### config.mk
export PLATFORM = sky130hd
export DESIGN_NAME = seg7_scan_controller
export DESIGN_NICKNAME = d
export VERILOG_FILES = /design/src/rtl/seg7_scan_controller.sv
export SDC_FILE = /design/constraint.sdc
export NUM_CORES = 1
export LEC_CHECK = 0
export CAP_MARGIN = 20
export CELL_PAD_IN_SITES_DETAIL_PLACEMENT = 0
export CELL_PAD_IN_SITES_GLOBAL_PLACEMENT = 1
export CORE_ASPECT_RATIO = 1.5
export CORE_UTILIZATION = 38
export DETAILED_ROUTE_END_ITERATION = 10
export PLACE_DENSITY = 0.82
export SKIP_LAST_GASP = 1
export SYNTH_ARGS = -nofsm -noshare
export SYNTH_HDL_FRONTEND = slang
export SYNTH_SLANG_ARGS = --single-unit
export TNS_END_PERCENT = 1
### constraint.sdc
create_clock -name clk -period 1.9 [get_ports clk]
set_input_delay 0.285 -clock clk [delete_from_list [all_inputs] [get_ports clk]]
set_output_delay 0.285 -clock clk [all_outputs]
set_load 0.01 [all_outputs]
### src/rtl/seg7_scan_controller.sv
// Four-digit time-multiplexed 7-segment scanner: rotates one shared decoder over
// four anodes, with an optional all-dark blanking gap between digits.
module seg7_scan_controller #(
  parameter int SHOW_CYCLES  = 100000,
  parameter int BLANK_CYCLES = 1000
) (
  input  logic       clk,
  input  logic       reset,
  input  logic [3:0] digit0,
  input  logic [3:0] digit1,
  input  logic [3:0] digit2,
  input  logic [3:0] digit3,
  input  logic [3:0] digit_en,
  input  logic       freeze,
  output logic [3:0] hex,
  output logic [3:0] anode,
  output logic [1:0] digit_sel,
  output logic       frame_tick
);

  localparam int MAX_CYC = (SHOW_CYCLES > BLANK_CYCLES) ? SHOW_CYCLES : BLANK_CYCLES;
  localparam int CNT_W   = (MAX_CYC > 1) ? $clog2(MAX_CYC) : 1;
  localparam logic [CNT_W-1:0] SHOW_LAST  = CNT_W'(SHOW_CYCLES - 1);
  localparam logic [CNT_W-1:0] BLANK_LAST = CNT_W'((BLANK_CYCLES > 0) ? BLANK_CYCLES - 1 : 0);

  typedef enum logic {
    ST_BLANK = 1'b0,
    ST_SHOW  = 1'b1
  } state_t;

  state_t           state_q, state_d;
  logic [CNT_W-1:0] cnt_q, cnt_d;
  logic [1:0]       sel_q, sel_d;
  logic [3:0]       anode_q, anode_d;
  logic [3:0]       hex_q, hex_d;
  logic             tick_q, tick_d;

  function automatic logic [3:0] anode_drive(input state_t st, input logic [1:0] sel,
                                             input logic [3:0] en);
    logic [3:0] a;
    a = 4'b1111;
    if (st == ST_SHOW && en[sel]) a[sel] = 1'b0;
    return a;
  endfunction

  function automatic logic [3:0] pick_digit(input logic [1:0] sel, input logic [3:0] d0,
                                            input logic [3:0] d1, input logic [3:0] d2,
                                            input logic [3:0] d3);
    case (sel)
      2'd0:    return d0;
      2'd1:    return d1;
      2'd2:    return d2;
      default: return d3;
    endcase
  endfunction

  // Outputs are computed from the next state so anode/hex/digit_sel change on
  // the same edge that moves the FSM.
  always_comb begin
    state_d = state_q;
    cnt_d   = cnt_q + 1'b1;
    sel_d   = sel_q;
    tick_d  = 1'b0;
    case (state_q)
      ST_BLANK: begin
        if (BLANK_CYCLES == 0 || cnt_q == BLANK_LAST) begin
          state_d = ST_SHOW;
          cnt_d   = '0;
        end
      end
      ST_SHOW: begin
        if (cnt_q == SHOW_LAST) begin
          cnt_d   = '0;
          state_d = (BLANK_CYCLES == 0) ? ST_SHOW : ST_BLANK;
          if (!freeze) begin
            sel_d  = sel_q + 2'd1;
            tick_d = (sel_q == 2'd3);
          end
        end
      end
      default: begin
        state_d = ST_BLANK;
        cnt_d   = '0;
      end
    endcase
    anode_d = anode_drive(state_d, sel_d, digit_en);
    hex_d   = pick_digit(sel_d, digit0, digit1, digit2, digit3);
  end

  always_ff @(posedge clk) begin
    if (reset) begin
      state_q <= ST_BLANK;
      cnt_q   <= '0;
      sel_q   <= 2'd0;
      anode_q <= 4'b1111;
      hex_q   <= 4'd0;
      tick_q  <= 1'b0;
    end else begin
      state_q <= state_d;
      cnt_q   <= cnt_d;
      sel_q   <= sel_d;
      anode_q <= anode_d;
      hex_q   <= hex_d;
      tick_q  <= tick_d;
    end
  end

  assign hex        = hex_q;
  assign anode      = anode_q;
  assign digit_sel  = sel_q;
  assign frame_tick = tick_q;

endmodule

==> results <==
[layer usage]
layer | track usage [%] | wire [um]
met4 | 11.0 | 134
met2 | 34.8 | 1970
met1 | 18.5 | 1450
met3 | 5.06 | 250
met5 | 0 | 0
[layout make-up]
class / instances / share of cell area (%)
clock inverters: 2 / 0.476
inverters: 7 / 1.25
repair buffers: 43 / 19.3
multi-input cells: 126 / 45.2
flip-flops and latches: 29 / 27.6
clock buffers: 6 / 3.45
well taps: 45 / 2.68
[flip-flops by register name, summed over array words and instances (netlist names)]
name / count
cnt_q: 17
anode: 4
hex: 4
digit_sel: 2
frame_tick: 1
state_q: 1
[cell usage after synthesis, types with 2 or more instances]
cell / count / area (um2)
nand3_1: 11 / 55.1
o221ai_1: 3 / 26.3
and4_1: 3 / 26.3
inv_1: 7 / 26.3
nand4_1: 4 / 25.0
nor2_1: 20 / 75.1
xnor2_1: 8 / 70.1
nor3_1: 6 / 30.0
xor2_1: 8 / 70.1
clkbuf_1: 2 / 7.51
nand2_1: 12 / 45.0
a21oi_1: 3 / 15.0
and3_1: 4 / 25.0
a221oi_1: 3 / 26.3
dfxtp_1: 29 / 581
buf_2: 2 / 10.0
mux2i_1: 6 / 60.1
ha_1: 2 / 25.0
mux2_2: 5 / 56.3
nor2b_1: 2 / 12.5
o311ai_1: 3 / 26.3
mux4_2: 2 / 45.0
[cell families after synthesis]
kind of cell             count (synthesis)  share of synthesized area, %
multiplexers                            13                          10.1
buffers and inverters                   13                          3.70
adder cells (fa/ha/maj)                  2                          1.57
XOR/XNOR                                16                          8.81
AO/OA/AOI/OAI                           21                          12.1
AND/OR/NAND/NOR                         74                          27.1
flip-flops                              29                          36.5
[power by group]
group	leakage, nW	internal (mW)	switching (mW)	total (mW)
combinational	0.485	0.0742	0.0442	0.118
clock	0.0450	0.253	0.224	0.477
sequential	0.235	0.618	0.00648	0.625
total	0.766	0.945	0.275	1.22
[worst paths after layout]
path | slack [ns] | depth (start not counted) | end | start
max | 0.14 | 5 | anode[1]$_SDFF_PP1_ | cnt_q[11]$_SDFF_PP0_
min reg2reg | 0.53 | 2 | cnt_q[0]$_SDFF_PP0_ | cnt_q[0]$_SDFF_PP0_
min | 0.53 | 2 | cnt_q[0]$_SDFF_PP0_ | cnt_q[0]$_SDFF_PP0_
max reg2reg | 0.14 | 5 | anode[1]$_SDFF_PP1_ | cnt_q[11]$_SDFF_PP0_
[placed cells by master (no fill, tap or decap), drive strengths merged, types with 6 or more instances in the layout]
cell type and count:
clkdlybuf4s50 33, nand2 13, inv 7, dfxtp 29, buf 10, clkbuf 6
nor2 21, xor2 8, nor3 6, nand3 11, xnor2 8, mux2i 6
[worst max-delay path, delay by kind of cell, from the launching register on]
kind / cells / cell delay (ns)
AND/OR/NAND/NOR: 4 / 0.85
AO/OA/AOI/OAI: 1 / 0.42
flip-flops: 1 / 0.36
==> metrics <==
wire per inst 14.7 um; relative slew slack 72.1%; Yosys reg bits 29; die area 4450 um2; Post-Syn Area 1590 um2; final layout net count 237; pin slew with the least headroom to its limit 0.418 ns; DIE WIDTH 54.8 um; Post-Route WL 3800 um; sequential share of the synthesized area 36.5%; I/O Buffers 33; Die Y 81.2 um; Cell Area, Placed 2020 um2; io pins 34; vias 1409; Final Power 1.22 mW; critical path endpoint category flip-flop; # setup viols final 0; Post-Syn Nets 193; drt first pass iters 6; pin count of the biggest net entering global routing 18; outcome completed; # DRC 0; Clock Tree Buf Depth 2; worst hold slack 0.535 ns; vias in the first global route 1394; Cell Chain, Critical Path nor4_4, nand3_1, nand3b_1, a221oi_2, nand2_1; Async SR Flop Fraction 0%; initial antenna violation count 0; CTS root buffer clkbuf_8; first-pass GRT wire length 6060 um; All-Layer GR Usage 19.3%; Tmin final 1.76 ns; routability congestion estimate 0.831; largest vdd supply drop 523 uV; Fillers 380; Setup Buffers After CTS 0; number of flops mapped to enable cells by yosys 0; hold buffer count at CTS 0; TritonCTS Buffers 5; max-slew violation count 0; dpl cells 250; PnR worst setup slack 0.141 ns; CORE AREA 3990 um2; antenna viol nets, final 0; fin cells 258; DRT iter0 DRCs 24; final instance area 2100 um2; fmax 568 MHz; Critical Path Start Type flip-flop; Slowest-stage cell, CP a221oi_2; HP Class flip-flop to flip-flop; ant diodes 0; cell count after synthesis 168; Mean Syn Cell Area 9.47 um2; critical path type flip-flop to flip-flop; Layout Utilization 52.6%; Leak 0.766 nW; total gr overflow 0; critical path data arrival time 1.91 ns; layout cells sized above 1 16.4%; clk sink count 29; Req. time, crit path 2.05 ns; Final Hold Viols 0; DR vias/cell 5.46; Yosys warning count 0; post-cts resize count 0; # rows 28; CP Max Fanout 4; Pwr Density 581 nW/um2; worst skew pair latency 0.28 ns; FF/Latch Area 581 um2; final worst path period share 92.6%; footprint of the multi-input gates 951 um2; CTS tree done; total negative slack 0 ns; Area Overhead vs Synth 32.2%; ys flop type dfxtp_1; pre-CTS setup slack 0.0602 ns; Clock Skew 0.00862 ns; RSZ-0062 raised after global routing no; Worst-path clk slew 0.06 ns; Initial Utilization 39.8%; Crit path largest cell delay 0.42 ns; Netlist cell types 45; maxcap violations 0; Final HPWL DP 2930 um; H-tree level count 2
Note: power is estimated with default switching activity, not from simulation.
